### config.mk
export PLATFORM = sky130hd
export DESIGN_NAME = shared_mem_arbiter
export DESIGN_NICKNAME = d
export VERILOG_FILES = /design/src/rtl/shared_mem_arbiter.sv
export SDC_FILE = /design/constraint.sdc
export NUM_CORES = 1
export LEC_CHECK = 0
export ABC_AREA = 1
export BUFFER_PORTS_ARGS = -buffer_cell sky130_fd_sc_hd__clkbuf_2
export CORE_AREA = 5 5 99 101
export DETAILED_ROUTE_END_ITERATION = 12
export DIE_AREA = 0 0 104 106
export GPL_ROUTABILITY_DRIVEN = 0
export PLACE_DENSITY_LB_ADDON = 0.2
export SLEW_MARGIN = 15
export SYNTH_ARGS = -nofsm -noshare
export SYNTH_HDL_FRONTEND = slang
export SYNTH_SLANG_ARGS = --single-unit
### constraint.sdc
create_clock -name clk -period 1.5 [get_ports clk]
set_input_delay 0.225 -clock clk [delete_from_list [all_inputs] [get_ports clk]]
set_output_delay 0.225 -clock clk [all_outputs]
set_load 0.01 [all_outputs]
### src/rtl/shared_mem_arbiter.sv
// Arbitrates one synchronous single-port RAM between instruction fetch and data access.
// Data side has priority; a saturating starvation counter bounds the fetch stall.
module shared_mem_arbiter #(
  parameter int ADDR_W       = 32,
  parameter int DATA_W       = 32,
  parameter int MEM_LATENCY  = 1,
  parameter int STARVE_LIMIT = 4
) (
  input  logic              clk,
  input  logic              reset,
  input  logic              i_req,
  input  logic [ADDR_W-1:0] i_addr,
  output logic              i_gnt,
  output logic              i_rvalid,
  output logic [DATA_W-1:0] i_rdata,
  input  logic              d_req,
  input  logic              d_we,
  input  logic [ADDR_W-1:0] d_addr,
  input  logic [DATA_W-1:0] d_wdata,
  output logic              d_gnt,
  output logic              d_rvalid,
  output logic [DATA_W-1:0] d_rdata,
  output logic              mem_en,
  output logic              mem_we,
  output logic [ADDR_W-1:0] mem_addr,
  output logic [DATA_W-1:0] mem_wdata,
  input  logic [DATA_W-1:0] mem_rdata
);

  localparam int              CNT_W   = $clog2(STARVE_LIMIT + 1);
  localparam logic [CNT_W-1:0] CNT_MAX = CNT_W'(STARVE_LIMIT);

  typedef enum logic {
    OWNER_I = 1'b0,
    OWNER_D = 1'b1
  } owner_e;

  typedef struct packed {
    logic   valid;
    owner_e owner;
  } tag_t;

  logic [CNT_W-1:0]             starve_q, starve_d;
  tag_t [MEM_LATENCY-1:0]       tag_q, tag_d;
  tag_t                         tag_in;
  tag_t                         resp;
  logic                         fetch_wins;

  // Fetch only overrides data once it has been denied STARVE_LIMIT cycles in a row.
  assign fetch_wins = i_req && (starve_q == CNT_MAX);

  assign d_gnt = !reset && d_req && !fetch_wins;
  assign i_gnt = !reset && i_req && (fetch_wins || !d_req);

  assign mem_en    = i_gnt || d_gnt;
  assign mem_we    = d_gnt && d_we;
  assign mem_addr  = d_gnt ? d_addr : (i_gnt ? i_addr : '0);
  assign mem_wdata = d_gnt ? d_wdata : '0;

  always_comb begin
    starve_d = starve_q;
    if (!i_req || i_gnt) begin
      starve_d = '0;
    end else if (starve_q != CNT_MAX) begin
      starve_d = starve_q + CNT_W'(1);
    end
  end

  always_comb begin
    tag_in.valid = i_gnt || (d_gnt && !d_we);
    tag_in.owner = d_gnt ? OWNER_D : OWNER_I;
    tag_d[0]     = tag_in;
    for (int k = 1; k < MEM_LATENCY; k++) begin
      tag_d[k] = tag_q[k-1];
    end
  end

  // NOTE: only the control state (counter and tag valids) needs reset; the RAM contents and
  // data paths are qualified by those valids, so they are left unreset.
  always_ff @(posedge clk) begin
    if (reset) begin
      starve_q <= '0;
      tag_q    <= '0;
    end else begin
      starve_q <= starve_d;
      tag_q    <= tag_d;
    end
  end

  // A response whose tag is already in the last stage when reset rises is dropped too.
  assign resp     = tag_q[MEM_LATENCY-1];
  assign i_rvalid = !reset && resp.valid && (resp.owner == OWNER_I);
  assign d_rvalid = !reset && resp.valid && (resp.owner == OWNER_D);
  assign i_rdata  = i_rvalid ? mem_rdata : '0;
  assign d_rdata  = d_rvalid ? mem_rdata : '0;

endmodule

# --- Word level (Yosys, flattened, before mapping) ---
# Index checks and enable logic that the tools add are counted.
word_totals:
  reg_bits: 5
  in_bits: 133
  elab_cells: 33
classes:
  bitwise_logic: 1
  n_reduce_logical: 20
  n_addsub: 1
  eq_ne: 2
  muxes: 6
op_table:
  columns: ["operator", "n"]
  rows:
  - ["$mux W32", 5]
  - ["$logic_and A1 B1 Y1", 10]
  - ["$logic_not A1 Y1", 5]
  - ["$logic_or A1 B1 Y1", 4]
  - ["$add A3 B1 Y3 const B", 1]
  - ["$eq A3 B3 Y1 const B", 1]
  - ["$ne A3 B3 Y1 const B", 1]
  - ["$reduce_or A2 Y1", 1]
  - ["$mux W1", 1]
  - ["$not A1 Y1", 1]

# --- Depth between registers and ports, before layout ---
# Gate-level depths: netlist (run 1).
logic_depth:
  depth_word: 6
  mapped_depth: 7

# --- Worst setup path after synthesis (run 1) ---
# No wires, ideal clock.
synth_path:
  kind: "register -> output"
  from: "register starve_q[0]"
  to: "output port mem_addr[10]"
  t_arrival_ns: 1.228
  required_time_ns: 1.275
  slack_ns: 0.047
  n_path_buf: 1
  stages_incl_launch_ff: 7
  path_cell_list: "dfxtp_1 inv_1 ha_1 nand3_2 clkbuf_1 nand3_1 nand2_1"
synth_between:
  elab_chain_cells: 6
  elab_cells_between_ends: 8
synth_rtl:
  columns: ["element", "line_no", "text"]
  rows:
  - ["start, declared", "43", "logic [CNT_W-1:0] starve_q, starve_d;"]
  - ["start signal, assigned", "85", "starve_q <= starve_d;"]
  - ["$eq A3 B3 Y1 (*)", "50", "assign fetch_wins = i_req && (starve_q == CNT_MAX);"]
  - ["$logic_and A1 B1 Y1 (*)", "50", null]
  - ["$logic_or A1 B1 Y1", "53", "assign i_gnt = !reset && i_req && (fetch_wins || !d_req);"]
  - ["$logic_and A1 B1 Y1", "53", null]
  - ["$mux W32", "57", "assign mem_addr = d_gnt ? d_addr : (i_gnt ? i_addr : '0);"]
  - ["$mux W32 (*)", "57", null]
  - ["end, declared", "25", "output logic [ADDR_W-1:0] mem_addr,"]
# Every way passes the cells marked *; elsewhere a longest branch is shown, timed or not.

# --- Final worst setup path (run 1) ---
layout_path:
  from: "register starve_q[0]"
  to: "output port mem_addr[28]"
# Same word-level chain as after synthesis.

==> metrics.yaml, run 1 <==
status: "finished, violations left"
violations: "setup timing"
grt_max_degree: 34
yosys_warnings: 0
nNetsFinal: 737
leakage_nw: 2.520
crit_fanout: 8
min_period_ps: 1731
rsz0062_at_grt: "true"
post_synth_num_cell_types: 18
diodes: 0
async_flop_share_pct: 0
port_buffers: 266
seq_area_frac_synth_pct: 6.628
drv_cap: 0
cpPeakStageDelay_ps: 320
syn_area_um2: 1510
ioPinCount: 267
period_share_pct: 115.4
hold_slack_ps: 223.5
r2r_end: "resp[1]"
viasPerCell: 4.164
worst-endpoint-arrival_ps: 1510
grt_pass1_wl_mm: 12.94
first_pass_iters: 5
endpoint_kind: "output port"
yosys-top-cells-count: "nor2_1 (102), inv_1 (74), nand3_1 (65)"
syn_avg_cell_area_um2: 4.719
path_clk_slew_ps: 40
cts_buffer_depth: 2
hold_path_depth: 2
final_area_um2: 3916
finalHoldViolCount: 0
cts_buffers: 3
synthCells: 320
cts_sinks: 5
hold_buffers: 0
h-tree-depth: 1
dr_total_vias: 2965
finalSetupViolCount: 68
dieArea_um2: 11020
die_y_um: 106
num_rows: 35
route.detailed.drc: 0
clk_latency_ps: 220
dpl.hpwl_mm: 6.370
vdd_drop_max_v: 0.0002366
worstPathRequired_ps: 1270
rrSetupSlack_ps: 60
path_class: "reg -> out"
synth_most_common_cell: "nor2_1"
finalMaxSlewViolations: 0
fin_setup_tns_ps: -10270
yosys-top-cells-area: "nor2_1 (25%), nand3_1 (22%), inv_1 (18%)"
synth_edf_count: 0
dpl.cell_count: 689
grtUsageTotal_pct: 13.92
fin_cells: 712
post-synth-top-area-fraction_pct: 25.35
yosysTopAreaCell: "nor2_1"
totalWireLength_mm: 9.085
fillCellCount: 930
cp_slowest_cell: "dfxtp_2"
coreArea_um2: 8934
place_area_um2: 2982
areaGrowthSynthToFinish_pct: 159.3
ys.flop_type: "dfxtp_1"
initial_core_util_pct: 16.90
avgRoutedWirePerCell_um: 12.76
max_freq_mhz: 577.6
r2r-start: "starve_q[0]"
worst_slack_ps: -231.4
powerDensity_nw_per_um2: 302.9
slew_headroom_pct: 74.28
ant_nets: 0
start_kind: "flip-flop"
clock-root-buffer: "clkbuf_8"
overflow: 0
worst_slew_pin_slew_ps: 385.9
cts_tree: "built"
hold_end: "resp[1]"
synth_nets: 455
fin_skew_ps: 4.199
hp-start: "d_we"
grt_pass1_vias: 2782
ys_ff_latch: 5
power.total_w: 0.001186
path_cells: "inv_2 -> ha_4 -> nand3_4 -> buf_12 -> clkbuf_16 -> nand3_1 -> nand2_1 -> buf_2"
grt_antenna_before_repair: 0
layout-drive-gt1-share_pct: 61.56
die_w_um: 104
r2r_cells: 8
holdCritPathClass: "in -> reg"
first_iter_violations: 108
## cell usage in the layout (no fill, tap or decap), drive strengths merged
| master | n |
|---|---|
| buf | 85 |
| clkbuf | 207 |
| dfxtp | 5 |
| ha | 2 |
| inv | 77 |
| nand2 | 50 |
| nand3 | 67 |
| nand3b | 1 |
| nor2 | 104 |
| o21ai | 2 |
| xor2 | 1 |
## power breakdown
part / leakage (nW) / switching [W] / internal, W
combinational: 2.46 / 0.000415 / 0.000373
sequential: 0.0419 / 0.00000332 / 0.000139
clock: 0.0228 / 0.0000726 / 0.000183
total: 2.52 / 0.000491 / 0.000695
## cell families (layout without fill, tap and decap cells)
kind of cell / after synthesis / count (layout) / share of synthesized area (%)
AO/OA/AOI/OAI: 2 / 2 / 0.6628
XOR/XNOR: 1 / 1 / 0.5801
AND/OR/NAND/NOR: 212 / 222 / 61.64
buffers and inverters: 98 / 369 / 28.83
adder cells (fa/ha/maj): 2 / 2 / 1.657
flip-flops: 5 / 5 / 6.628
## registers in the layout, summed over array words and instances, names as in the netlist
register	cells
starve_q	3
resp	2
## worst max-delay path by stage
stage,slack [ps],from,end,cells past startpoint
4_1_cts,-170,starve_q[1],mem_addr[15],8
5_1_grt,-290,starve_q[1],mem_addr[28],8
3_3_place_gp,-100,starve_q[0],mem_en,7
3_5_place_dp,-120,starve_q[0],mem_en,7
6_report,-230,starve_q[0],mem_addr[28],8
2_1_floorplan,50,starve_q[0],mem_addr[10],6
## layer usage
layer	vias up	track usage, %	wire length, um
li1	1515	-	-
met1	1290	14.32	3210
met2	150	27.41	4947
met3	10	4.432	829
met4	0	2.683	97
met5	-	0	0
## metrics by stage
step | utilization (%) | worst slack [ps]
after CTS | 38.45 | -169.9
after global routing | 43.84 | -293.7
after global placement | 33.38 | -96.83
after detailed placement | 33.38 | -122.6
final | 43.84 | -231.4
after floorplan | - | 46.68
## area by class of cell
| type | instances | area, um^2 | share of cell area [%] |
|---|---|---|---|
| Multi-Input combinational cell | 227 | 1489 | 38.02 |
| Tap cell | 111 | 138.9 | 3.546 |
| Inverter | 77 | 289.0 | 7.380 |
| Clock buffer | 4 | 45.04 | 1.150 |
| Sequential cell | 5 | 102.6 | 2.620 |
| Timing Repair Buffer | 288 | 1852 | 47.28 |
## timing repair
item | in CTS | in global routing
gates cloned | 10 | 4
setup endpoints to repair | 70 | 70
gates resized for setup | 53 | 145
setup buffers | 4 | 1
pin swaps | 12 | 30
## critical path, delay by kind of cell, from the launching register on
family	cells	cell delay [ps]
adders and majority gates	1	160
buffers and inverters	4	520
DFF	1	320
and+or+nand+nor	3	270
Note: power is estimated with default switching activity, not from simulation.
==> run 2: changes to the inputs <==
--- a/config.mk
+++ b/config.mk
@@ -7,9 +7,9 @@
 export LEC_CHECK = 0
 export ABC_AREA = 1
 export BUFFER_PORTS_ARGS = -buffer_cell sky130_fd_sc_hd__clkbuf_2
-export CORE_AREA = 5 5 99 101
+export CORE_AREA = 5 5 101 103
 export DETAILED_ROUTE_END_ITERATION = 12
-export DIE_AREA = 0 0 104 106
+export DIE_AREA = 0 0 106 108
 export GPL_ROUTABILITY_DRIVEN = 0
 export PLACE_DENSITY_LB_ADDON = 0.2
 export SLEW_MARGIN = 15
==> constraint.sdc (replaced) <==
create_clock -name clk -period 1.95 [get_ports clk]
set_input_delay 0.2925 -clock clk [delete_from_list [all_inputs] [get_ports clk]]
set_output_delay 0.2925 -clock clk [all_outputs]
set_load 0.01 [all_outputs]
==> run 2 against run 1 <==
The run now ends clean. Setup slack better by 350 ps. Critical path depth stayed put. Hold slack better by 87 ps. Die area is 3.8% higher. Clock power is 24% lower. Final cell count is 2.8% lower. Combinational power is 40% lower. Non-clock buffer count is 12 lower. First-iteration DRC count is 28% higher. Clock skew hardly changed. Critical path type unchanged. Largest power group unchanged.
==> metrics.yaml, run 2 (synthesized netlist as in run 1, its figures left out) <==
period_share_pct: 93.77
overflow: 0
coreArea_um2: 9109
vdd_drop_max_v: 0.0001262
initial_core_util_pct: 16.58
port_buffers: 266
status: "completed"
path_class: "reg -> out"
met2_length_mm: 4.466
rsz0062_at_grt: "false"
mostFrequentLayoutCells: "clkbuf_2 (266), nor2_1 (101), inv_1 (74), nand3_1 (65), nand2_1 (38)"
die_w_um: 106
fillCellCount: 1049
max_freq_mhz: 546.9
grt_pass1_wl_mm: 11.93
drv_cap: 0
worst_slack_ps: 121.5
first_iter_violations: 138
hold_buffers: 0
final_common_cell: "clkbuf_2"
h-tree-depth: 1
die_y_um: 108
place_area_um2: 2909
ant_nets: 0
viasPerCell: 4.064
leakage_nw: 2.274
totalWireLength_mm: 8.282
fin_skew_ps: 3.962
grt_max_degree: 38
first_pass_iters: 4
largest_register_ffs: 3
dr_total_vias: 2812
slew_headroom_pct: 79.34
start_kind: "flip-flop"
final_area_um2: 3083
finalMaxSlewViolations: 0
clock-root-buffer: "clkbuf_8"
worst-endpoint-arrival_ps: 1540
crit_fanout: 15
place_ws_ps: 167.6
num_rows: 35
ioPinCount: 267
dieArea_um2: 11450
min_period_ps: 1828
clk_latency_ps: 220
layout-drive-gt1-share_pct: 50.43
wl_met1_mm: 2.945
holdCritPathClass: "in -> reg"
avgRoutedWirePerCell_um: 11.97
areaGrowthSynthToFinish_pct: 104.1
finalHoldViolCount: 0
powerDensity_nw_per_um2: 250.3
cts_tree: "built"
diodes: 0
worst_slew_pin_slew_ps: 309.8
met3_length_um: 808
endpoint_kind: "output port"
dpl.cell_count: 681
nNetsFinal: 717
path_clk_slew_ps: 40
grt_antenna_before_repair: 0
cts_buffer_depth: 2
grtUsageTotal_pct: 12.45
fin_cells: 692
route.detailed.drc: 0
worstPathRequired_ps: 1660
finalSetupViolCount: 0
grt_pass1_vias: 2562
cts_buffers: 3
top_layer_used: "met4"
top_register: "starve_q"
cts_sinks: 5
fin_setup_tns_ps: 0
dpl.hpwl_mm: 6.849
-- run 2: changes by cell type in the layout (fill, tap and decap cells not counted), moves of 16 or more --
cell,delta
clkbuf_2,+66
buf_2,-36
nor2_1,+32
buf_6,-30
nor2_4,-22
nand3_1,+16
nand3_2,-16
-- run 2: worst paths after layout --
kind / from / endpoint / slack (ps) / cells past startpoint
setup / recovery: starve_q[0] / mem_addr[3] / 120 / 8
hold / removal: d_we / resp[1] / 310 / 2
setup reg to reg: starve_q[0] / resp[1] / 660 / 6
hold reg to reg: starve_q[0] / starve_q[0] / 570 / 3
-- run 2: repair_timing --
item / in CTS / in global routing
endpoints found under the setup margin: 34 / 68
pin swaps: 0 / 3
resized for setup: 2 / 7
setup buffers: 0 / 4
gates cloned: 0 / 3
-- run 2: area by class of cell --
| cell class | count | area [um^2] | area share [%] |
|---|---|---|---|
| Timing Repair Buffer | 276 | 1474 | 47.81 |
| Tap cell | 111 | 138.9 | 4.505 |
| Inverter | 77 | 289.0 | 9.375 |
| Clock buffer | 4 | 45.04 | 1.461 |
| Multi-Input combinational cell | 219 | 1036 | 33.60 |
| Sequential cell | 5 | 100.1 | 3.247 |
-- run 2: worst max-delay path, cell delays in order (launching register included) --
cell,delay (ps)
dfxtp_1,330
inv_1,70
ha_2,200
nand3_4,90
buf_4,160
buf_12,150
nand3_1,90
nand2_1,90
clkbuf_2,130
-- run 2: layer usage --
layer | vias up | track usage, %
li1 | 1459 | -
met1 | 1212 | 13.58
met2 | 135 | 24.27
met3 | 6 | 3.881
met4 | 0 | 1.388
met5 | - | 0
-- run 2: where the power goes --
group	switching, W	internal (W)	total, W
clock	0.0000534	0.000141	0.000194
combinational	0.000253	0.000216	0.000469
sequential	0.00000235	0.000107	0.000109
-- run 2: per-stage QoR --
step	hold slack [ps]	util (%)	total power, W
after global placement	528.9	31.94	0.0005720
after CTS	317.6	32.57	0.0007788
after floorplan	406.0	-	0.0003305
after detailed placement	552.1	31.94	0.0005757
final	310.9	33.85	0.0007717
after global routing	336.8	33.85	0.0008427
==> run 3: changes to the inputs <==
--- a/config.mk
+++ b/config.mk
@@ -7,9 +7,11 @@
 export LEC_CHECK = 0
 export ABC_AREA = 1
 export BUFFER_PORTS_ARGS = -buffer_cell sky130_fd_sc_hd__clkbuf_2
-export CORE_AREA = 5 5 101 103
+export CELL_PAD_IN_SITES_DETAIL_PLACEMENT = 0
+export CELL_PAD_IN_SITES_GLOBAL_PLACEMENT = 2
+export CORE_MARGIN = 5
+export CORE_UTILIZATION = 10
 export DETAILED_ROUTE_END_ITERATION = 12
-export DIE_AREA = 0 0 106 108
 export GPL_ROUTABILITY_DRIVEN = 0
 export PLACE_DENSITY_LB_ADDON = 0.2
 export SLEW_MARGIN = 15
==> run 3 against run 2 <==
First-iteration DRC count fell by 41%. Non-clock buffer count down 2. Hold slack better by 37 ps. Largest cell class unchanged.
==> metrics.yaml, run 3 (synthesized netlist as in run 1, its figures left out) <==
status: "completed"
largest_register_ffs: 3
finalHoldViolCount: 0
ant_nets: 0
top_register: "starve_q"
rsz0062_at_grt: "false"
grt_max_degree: 37
route.detailed.drc: 0
viasPerCell: 3.651
layout-drive-gt1-share_pct: 50.34
crit_buf_inv: 4
endpoint_kind: "output port"
worst_slack_ps: 125.3
slew_headroom_pct: 72.94
clock-root-buffer: "clkbuf_16"
hold_path_depth: 2
worstPathRequired_ps: 1660
coreArea_um2: 15030
r2r_end: "resp[1]"
areaGrowthSynthToFinish_pct: 113.0
initial_core_util_pct: 10.05
worst_slew_pin_slew_ps: 405.9
rrSetupSlack_ps: 470
fillCellCount: 1772
dpl.hpwl_mm: 7.520
port_buffers: 266
path_clk_slew_ps: 40
fin_skew_ps: 2.963
totalWireLength_mm: 9.253
switchingPower_w: 0.0003314
start_kind: "flip-flop"
grtUsageTotal_pct: 9.761
hold_buffers: 0
fin_util_pct: 21.40
dr_total_vias: 2804
num_rows: 45
min_period_ps: 1825
final_common_cell: "clkbuf_2"
mostFrequentLayoutCells: "clkbuf_2 (266), nor2_1 (102), inv_1 (74), nand3_1 (65), nand2_1 (37)"
finalSetupViolCount: 0
hold_end: "resp[1]"
cpPeakStageDelay_ps: 330
path_depth: 8
combPwrFrac_pct: 51.9
h-tree-depth: 1
avgRoutedWirePerCell_um: 12.05
max_freq_mhz: 548.0
grt_pass1_vias: 2852
cts_sinks: 5
p_sw_share_pct: 35.65
overflow: 0
fin_setup_tns_ps: 0
worst-endpoint-arrival_ps: 1530
first_iter_violations: 82
leakage_nw: 2.284
first_pass_iters: 4
clk_latency_ps: 230
holdCritPathClass: "in -> reg"
hp-start: "d_we"
cp_common_cell: "buf_12"
crit_family: "buffers and inverters"
seqPwrFrac_pct: 11.7
cts_tree: "built"
ioPinCount: 267
path_class: "reg -> out"
crit_fanout: 27
nNetsFinal: 716
powerDensity_nw_per_um2: 289.0
diodes: 0
cellInternalPower_w: 0.0005982
drv_cap: 0
die_w_um: 132.9
grt_pass1_wl_mm: 14.20
finalMaxSlewViolations: 0
r2r-start: "starve_q[0]"
cp_slowest_cell: "dfxtp_1"
dieArea_um2: 17660
period_share_pct: 93.57
die_y_um: 132.9
place_ws_ps: 85.51
cts_buffer_depth: 2
path_cells: "inv_1 -> ha_2 -> nand3_4 -> buf_12 -> buf_12 -> nand3_1 -> nand2_1 -> clkbuf_2"
clkPwrFrac_pct: 36.3
cts_buffers: 3
grt_antenna_before_repair: 0
r2r_cells: 7
vdd_drop_max_v: 0.0002886
[run 3: power by group through the flow]
stage | Clock, W | Combinational, W | Sequential (W)
after detailed placement | 0 | 0.000478 | 0.000110
final | 0.000338 | 0.000483 | 0.000109
after global placement | 0 | 0.000483 | 0.000110
after floorplan | 0 | 0.000220 | 0.000110
after global routing | 0.000354 | 0.000543 | 0.000109
after CTS | 0.000344 | 0.000491 | 0.000109
[run 3: area by class of cell]
| class | instances | area (um^2) | area share [%] |
|---|---|---|---|
| inverter | 77 | 289.0 | 8.985 |
| tap | 188 | 235.2 | 7.312 |
| clock buffer | 4 | 78.83 | 2.450 |
| timing repair buffer | 274 | 1458 | 45.31 |
| sequential | 5 | 100.1 | 3.112 |
| multi-input combinational | 220 | 1056 | 32.83 |
[run 3: per-stage QoR]
step           hold WS (ps)  instances  area, um^2   power, W
2_1_floorplan         406.0        320        1510  0.0003305
3_3_place_gp          572.1        759        3013  0.0005936
3_5_place_dp          568.9        759        3013  0.0005882
4_1_cts               340.0        767        3183  0.0009442
5_1_grt               371.8        768        3217   0.001006
6_report              347.8        768        3217  0.0009295
[run 3: worst max path at each step]
stage           startpoint            to  slack (ps)
3_5_place_dp   starve_q[0]        mem_en          90
6_report       starve_q[0]  mem_addr[16]         130
2_1_floorplan  starve_q[0]  mem_addr[10]         430
4_1_cts        starve_q[0]  mem_addr[12]          20
3_3_place_gp   starve_q[0]        mem_en         110
5_1_grt        starve_q[0]  mem_wdata[6]           2
[run 3: per-layer routing]
layer | vias up | global-route usage, % | share of wire, %
li1 | 1463 | - | -
met1 | 1197 | 9.870 | 34
met2 | 142 | 19.81 | 55
met3 | 2 | 3.574 | 10
met4 | 0 | 0.3464 | 0.097
met5 | - | 0 | 0
[run 3: what timing repair did]
| action | in CTS | in global routing |
|---|---|---|
| cloned | 2 | 1 |
| endpoints found under the setup margin | 62 | 51 |
| buffers inserted | 2 | 0 |
| pin swaps | 2 | 0 |
| gates resized for setup | 6 | 5 |
